--- config.mk ---
export PLATFORM = sky130hd
export DESIGN_NAME = dcache_port_arbiter
export DESIGN_NICKNAME = d
export VERILOG_FILES = /design/src/rtl/dcache_port_arbiter.sv
export SDC_FILE = /design/constraint.sdc
export NUM_CORES = 1
export LEC_CHECK = 0
export ABC_AREA = 0
export CAP_MARGIN = 25
export CORE_MARGIN = 1.5
export CORE_UTILIZATION = 25
export DETAILED_ROUTE_END_ITERATION = 6
export PLACE_DENSITY = 0.53
export SETUP_SLACK_MARGIN = 0.02
export SYNTH_ARGS = -nofsm -noshare
export SYNTH_HDL_FRONTEND = slang
export SYNTH_SLANG_ARGS = --single-unit
--- constraint.sdc ---
create_clock -name clk_i -period 2.1 [get_ports clk_i]
set_clock_uncertainty 0.15 [all_clocks]
set_input_delay 0.42 -clock clk_i [delete_from_list [all_inputs] [get_ports clk_i]]
set_output_delay 0.42 -clock clk_i [all_outputs]
set_load 0.05 [all_outputs]
--- src/rtl/dcache_port_arbiter.sv ---
// dcache_port_arbiter
// Shares the single dcache controller port between the PTW (port 0), the
// load unit (port 1) and the store unit (port 2). A winner is picked in IDLE
// and owns the controller until the transaction completes or is withdrawn.
// Fixed priority PTW > load > store, except that a store which has been
// bypassed MAX_BYPASS times in a row wins the next arbitration.

module dcache_port_arbiter #(
    parameter int unsigned MAX_BYPASS = 8
) (
    input  logic       clk_i,
    input  logic       rst_ni,
    input  logic [2:0] req_i,
    input  logic [2:0] we_i,
    output logic [2:0] gnt_o,
    output logic       cache_req_o,
    output logic       cache_we_o,
    output logic [1:0] cache_port_o,
    input  logic       cache_gnt_i,
    input  logic       cache_done_i,
    output logic       busy_o
);

    typedef enum logic [1:0] {
        IDLE,
        REQ,
        WAIT_DONE
    } state_e;

    localparam logic [3:0] BYPASS_LIMIT = 4'(MAX_BYPASS);
    localparam logic [1:0] PORT_PTW     = 2'd0;
    localparam logic [1:0] PORT_LOAD    = 2'd1;
    localparam logic [1:0] PORT_STORE   = 2'd2;

    state_e     state_q, state_d;
    logic [1:0] port_q, port_d;
    logic [3:0] bypass_cnt_q, bypass_cnt_d;

    logic [1:0] winner;
    logic       own_req;
    logic       own_we;
    logic       accept;

    // Pick the next owner: starved store first, then fixed priority
    always_comb begin
        winner = PORT_PTW;
        if (req_i[2] && (bypass_cnt_q == BYPASS_LIMIT)) begin
            winner = PORT_STORE;
        end else if (req_i[0]) begin
            winner = PORT_PTW;
        end else if (req_i[1]) begin
            winner = PORT_LOAD;
        end else if (req_i[2]) begin
            winner = PORT_STORE;
        end
    end

    // Select request and write-enable of the current owner
    always_comb begin
        own_req = 1'b0;
        own_we  = 1'b0;
        case (port_q)
            PORT_PTW: begin
                own_req = req_i[0];
                own_we  = we_i[0];
            end
            PORT_LOAD: begin
                own_req = req_i[1];
                own_we  = we_i[1];
            end
            PORT_STORE: begin
                own_req = req_i[2];
                own_we  = we_i[2];
            end
            default: begin
                own_req = 1'b0;
                own_we  = 1'b0;
            end
        endcase
    end

    assign accept = (state_q == REQ) && cache_gnt_i;

    // State register
    always_ff @(posedge clk_i or negedge rst_ni) begin
        if (!rst_ni) begin
            state_q <= IDLE;
        end else begin
            state_q <= state_d;
        end
    end

    // Next-state logic; no preemption once an owner is chosen
    always_comb begin
        state_d = state_q;
        case (state_q)
            IDLE: begin
                if (|req_i) begin
                    state_d = REQ;
                end
            end
            REQ: begin
                if (cache_gnt_i) begin
                    state_d = cache_done_i ? IDLE : WAIT_DONE;
                end else if (!own_req) begin
                    state_d = IDLE;
                end
            end
            WAIT_DONE: begin
                if (cache_done_i) begin
                    state_d = IDLE;
                end
            end
            default: begin
                state_d = IDLE;
            end
        endcase
    end

    // Owner latch and store-starvation counter next values
    always_comb begin
        port_d       = port_q;
        bypass_cnt_d = bypass_cnt_q;

        if ((state_q == IDLE) && (|req_i)) begin
            port_d = winner;
        end

        if (accept) begin
            if (port_q == PORT_STORE) begin
                bypass_cnt_d = '0;
            end else if (req_i[2]) begin
                bypass_cnt_d = (bypass_cnt_q >= BYPASS_LIMIT) ? BYPASS_LIMIT
                                                              : bypass_cnt_q + 4'd1;
            end
        end

        if ((state_q == IDLE) && !req_i[2]) begin
            bypass_cnt_d = '0;
        end
    end

    // Owner and bypass counter registers
    always_ff @(posedge clk_i or negedge rst_ni) begin
        if (!rst_ni) begin
            port_q       <= '0;
            bypass_cnt_q <= '0;
        end else begin
            port_q       <= port_d;
            bypass_cnt_q <= bypass_cnt_d;
        end
    end

    // Outputs: forward the owner's request in REQ, hold the port ID in WAIT_DONE
    always_comb begin
        gnt_o        = '0;
        cache_req_o  = 1'b0;
        cache_we_o   = 1'b0;
        cache_port_o = '0;
        busy_o       = 1'b0;
        case (state_q)
            REQ: begin
                cache_req_o    = own_req;
                cache_we_o     = own_we;
                cache_port_o   = port_q;
                gnt_o[port_q]  = cache_gnt_i;
                busy_o         = 1'b1;
            end
            WAIT_DONE: begin
                cache_port_o = port_q;
                busy_o       = 1'b1;
            end
            default: begin
                gnt_o        = '0;
                cache_req_o  = 1'b0;
                cache_we_o   = 1'b0;
                cache_port_o = '0;
                busy_o       = 1'b0;
            end
        endcase
    end

    // Structural invariants of the arbiter
    a_gnt_onehot : assert property (@(posedge clk_i) disable iff (!rst_ni)
        $onehot0(gnt_o));
    a_port_valid : assert property (@(posedge clk_i) disable iff (!rst_ni)
        port_q != 2'd3);
    a_cnt_bound : assert property (@(posedge clk_i) disable iff (!rst_ni)
        bypass_cnt_q <= BYPASS_LIMIT);

endmodule

# Word-level counts from Yosys, hierarchy flattened
# Index checks and enable logic that the tools add are counted.
# word_totals
inputBits,10
reg_bits,8
out_inout_bits,8
word_cells,54
# op_classes
n_reduce_logical,14
n_eq_ne,8
bitwise_logic,1
n_mux,24
n_addsub,1
n_lt_le_gt_ge,3
# op_table
operator,count
2-bit two-way mux,10
4-bit two-way mux,5
1-bit one-hot mux with 3 select lines,2
2-bit one-hot mux with 3 select lines,1
1-bit logical AND,5
"4-bit by 1-bit adder with 4-bit output, second input constant",1
"2-bit by 1-bit == test with 1-bit output, second input constant",2
"2-bit == test, second input constant",2
"4-bit == test, second input constant",1
"4-bit greater-or-equal comparator, second input constant",1
2-bit logical NOT,2
1-bit two-way mux,4
"2-bit inequality test, second input constant",2
3-bit AND,1
"2-bit by 3-bit less-than comparator with 1-bit output, second input constant",1
3-bit two-way mux,1
"3-bit inequality test, second input constant",1
3-bit AND reduction,1
3-bit nonzero test,1
3-bit OR reduction,1
1-bit demux with 2-bit select,1
"2-bit by 1-bit greater-or-equal comparator with 1-bit output, second input constant",1
2-bit AND reduction,1
2-bit nonzero test,1
2 further kinds,2

# Logic depth before layout (Yosys ltp)
# depth
depth_word,6
depth_mapped,6

# Worst setup path before layout
# No wires, ideal clock.
# synth_timing
path_type,register -> output
start,register state_q[1]
end,output gnt_o[0]
stages_incl_launch_ff,5
slack_ns,-0.337
required_ns,1.530
t_arrival_ns,1.867
cell_sequence,dfrtp_1 > inv_1 > ha_1 > nand2_1 > nor3_1
# synth_via
elab_chain_cells,2
# synth_rtl
item,line_no,rtl
"start, declared",35,"state_e state_q, state_d;"
"start signal, assigned",89,state_q <= state_d;
2-bit by 1-bit == test with 1-bit output,161,case (state_q)
3-bit two-way mux,161,
"end, declared",15,"output logic [2:0] gnt_o,"
# No other way between the ends.

# Final worst setup path
# layout_timing
start,register state_q[1]
end,output cache_port_o[1]
# layout_via
elab_chain_cells,3
elab_cells_between_ends,4
cone_classes,2 x eq/ne; 1 x mux; 1 x reduce/logical
# layout_rtl
item,line_no,rtl
2-bit by 1-bit == test with 1-bit output / 2-bit == test (equally long branches),161,
2-bit OR reduction (no source line) (*),--,
2-bit two-way mux (*),161,
"end, declared",18,"output logic [1:0] cache_port_o,"
# Every way passes the cells marked *; elsewhere a longest branch is shown, timed or not.

==> impl_metrics.csv <==
group,metric,value,unit
logic_synthesis,muxShareOfSynthArea,9.58,%
setup_path,crit_path_max_incr_delay,380,ps
setup_path,cp_num_cells,5,
route,drt_iter0_markers,11,
clocking,h-tree-depth,1,
logic_synthesis,async_flop_share,100,%
route,firstDrtPassIters,4,
setup_path,cp_cell_sequence,"inv_2 > buf_4 > ha_4 > and2_1 > buf_12",
timing,setup-violations-final,0,
setup_path,path_class,"reg -> out",
finish,n_fill_cell,223,
setup_path,critPathSlowestCell,"dfrtp_1",
logic_synthesis,synth_xor_area_share,0,%
logic_synthesis,ys.flop_type,"dfrtp_1",
clocking,clk_latency,260,ps
flow_run,drv_cap,0,
route,route.detailed.drc,0,
logic_synthesis,yosys_warnings,0,
placed_design,place_congestion,0.744,
grt,grt_usage,13.5,%
logic_synthesis,synth_top_family_by_area,"simple AND/OR/NAND/NOR gates",
logic_synthesis,synth_area_leaders,"dfrtp_1, ha_1, inv_1",
setup_path,worst-path-buf-inv,3,
setup_path,critPathTopFamily,"flip-flops",
finish,regArea,201,sq um
finish,final_layout_size_suffix_gt1_share,33.3,%
floorplanning,placementRows,17,
grt,grt_max_degree,11,
floorplanning,ioPinCount,18,
route,wl,1710,um
setup_path,cp-end-kind,"output port",
logic_synthesis,yosys.area_share.simple,21.8,%
grt,grt_pass1_vias,594,
setup_path,arrival,1450,ps
clocking,clk_pin_slew,60,ps
route,routed_via_density,4.86,
grt,antenna_found_initial,0,
pwr,power.total,1.53,mW
placed_design,place_area,922,sq um
grt,gr-total-overflow,0,
setup_path,r2r.worst_path.cells,7,
timing,period_share,96.4,%
grt,grt_pass1_wl,2680,um
route,wl_per_cell,13.8,um
finish,nets,114,
timing,rsz0062_at_grt,"yes",
floorplanning,die_h,53.1,um
logic_synthesis,synth_top_cell_by_area,"dfrtp_1",
pwr,ir_drop,0.000905,V
finish,multi_input_area,434,sq um
logic_synthesis,synth_most_common_cell,"inv_1",
finish,antennaDiodeCount,0,
route,via_count,603,
timing,worst_pin_slew,492,ps
setup_path,required,1530,ps
logic_synthesis,netlist.area_leader.share,31.9,%
finish,stdcell_area,1030,sq um
logic_synthesis,synth_edf_count,0,
timing,hold_violations,0,
timing,min_period,2020,ps
finish,syn2layout_area_growth,64.7,%
clocking,ctsHoldBuffers,0,
logic_synthesis,synth-seq-cells,8,
floorplanning,start_util,27.3,%
setup_path,crit_path_start_kind,"flip-flop",
logic_synthesis,netlist_area,627,sq um
logic_synthesis,yosysUniqueCellTypes,29,
hold_path,hold_path.class,"in -> async",
floorplanning,fp.coreArea,2300,sq um
pwr,powerDensity,1490,nW/um^2
logic_synthesis,ys_seq_area_share,31.9,%
floorplanning,die_w,53.1,um
finish,final_util,44.9,%
logic_synthesis,synth_compound_area_share,17.0,%
logic_synthesis,synth_common_cells,"inv_1, dfrtp_1, ha_1, nor3_1, nor2_1",
logic_synthesis,synth_cells,69,
timing,fmax,494,MHz
clocking,numCtsBuffers,3,
clocking,cts_buffer_depth,2,
pwr,power_leakage,0.482,nW
placed_design,io_buffers,17,
clocking,root_buffer,"clkbuf_4",
logic_synthesis,syn-mean-instance-area,9.08,sq um
route,ant_nets,0,
logic_synthesis,syn_nets,85,
logic_synthesis,synth_fa_ha_area_share,12.0,%
floorplanning,die_area,2820,sq um
placed_design,post-dp-hpwl,1320,um
clocking,clock_sinks,8,
run_status,status,"finished, final reports clean",
timing,slew_violations,0,
setup_path,crit_fanout,3,
timing,max_slew_margin,66.3,%
clocking,cts_tree,"yes",
[flip-flops by register name, indices dropped and copies added (netlist names)]
name	count
port_q	2
state_q	2
bypass_cnt_q	4
[report_power, final]
| part | switching (mW) | internal, mW | leakage, nW |
|---|---|---|---|
| Sequential | 0.0761 | 0.213 | 0.102 |
| Combinational | 0.573 | 0.546 | 0.366 |
| Clock | 0.0608 | 0.0660 | 0.0138 |
| Total | 0.710 | 0.825 | 0.482 |
[area by class of cell]
| cell class | count | share of cell area (%) |
|---|---|---|
| sequential | 8 | 19.5 |
| tap | 28 | 3.39 |
| inverter | 9 | 3.27 |
| clock buffer | 3 | 2.18 |
| multi-input combinational | 50 | 42.1 |
| timing repair buffer | 26 | 29.6 |
[layout by cell type (no fill, tap or decap), types with 4 or more instances in the layout]
cell | netlist | layout
buf_4 | 0 | 9
inv_1 | 9 | 8
dfrtp_1 | 8 | 7
buf_12 | 0 | 7
clkdlybuf4s50_1 | 0 | 6
nor3_1 | 6 | 4
nor2_1 | 4 | 4
ha_1 | 6 | 4
[routing by layer]
metal  vias up  track usage [%]  wire, um
met2        14             21.7       842
met1       281             17.0       772
met4         0             2.56        14
li1        305                -         -
met5         -                0         0
met3         3             5.37        79
[worst reg2reg max path, delay by kind of cell, from the launching register on]
| family | cells | cell delay [ps] |
|---|---|---|
| AO/OA/AOI/OAI | 2 | 450 |
| adder cells (fa/ha/maj) | 1 | 150 |
| buffers and inverters | 2 | 220 |
| flip-flops | 1 | 380 |
| multiplexers | 1 | 320 |
| AND/OR/NAND/NOR | 1 | 130 |
[metrics by stage]
stage / setup WS, ps / instances / setup TNS, ps / hold slack, ps
2_1_floorplan: -337 / 69 / -696 / -25.6
3_3_place_gp: -97.6 / 117 / -226 / 345
3_5_place_dp: -114 / 117 / -268 / 351
4_1_cts: 5.03 / 120 / 0 / 300
5_1_grt: 2.63 / 124 / 0 / 314
6_report: 76.4 / 124 / 0 / 288
[cell families (layout without fill, tap and decap cells)]
logic type	count (synthesis)	in the layout
and+or+nand+nor	25	25
AOI/OAI and AO/OA	14	14
buffers and inverters	11	38
DFF	8	8
adders and majority gates	6	6
muxes	5	5
[worst paths after layout]
| kind | startpoint | to | slack [ps] |
|---|---|---|---|
| max in group asynchronous | rst_ni | port_q[1] | 1220 |
| max reg2reg | state_q[1] | state_q[0] | 190 |
| min | rst_ni | bypass_cnt_q[2] | 290 |
| max | state_q[1] | cache_port_o[1] | 80 |
| min reg2reg | state_q[1] | state_q[1] | 380 |
| min in group clk_i | state_q[1] | state_q[1] | 380 |
[what timing repair did]
| action | in CTS | in global routing |
|---|---|---|
| pin swaps | 0 | 2 |
| buffers inserted | 0 | 4 |
| setup endpoints to repair | 4 | 7 |
| gates resized for setup | 9 | 9 |
Note: power is estimated with default switching activity, not from simulation.
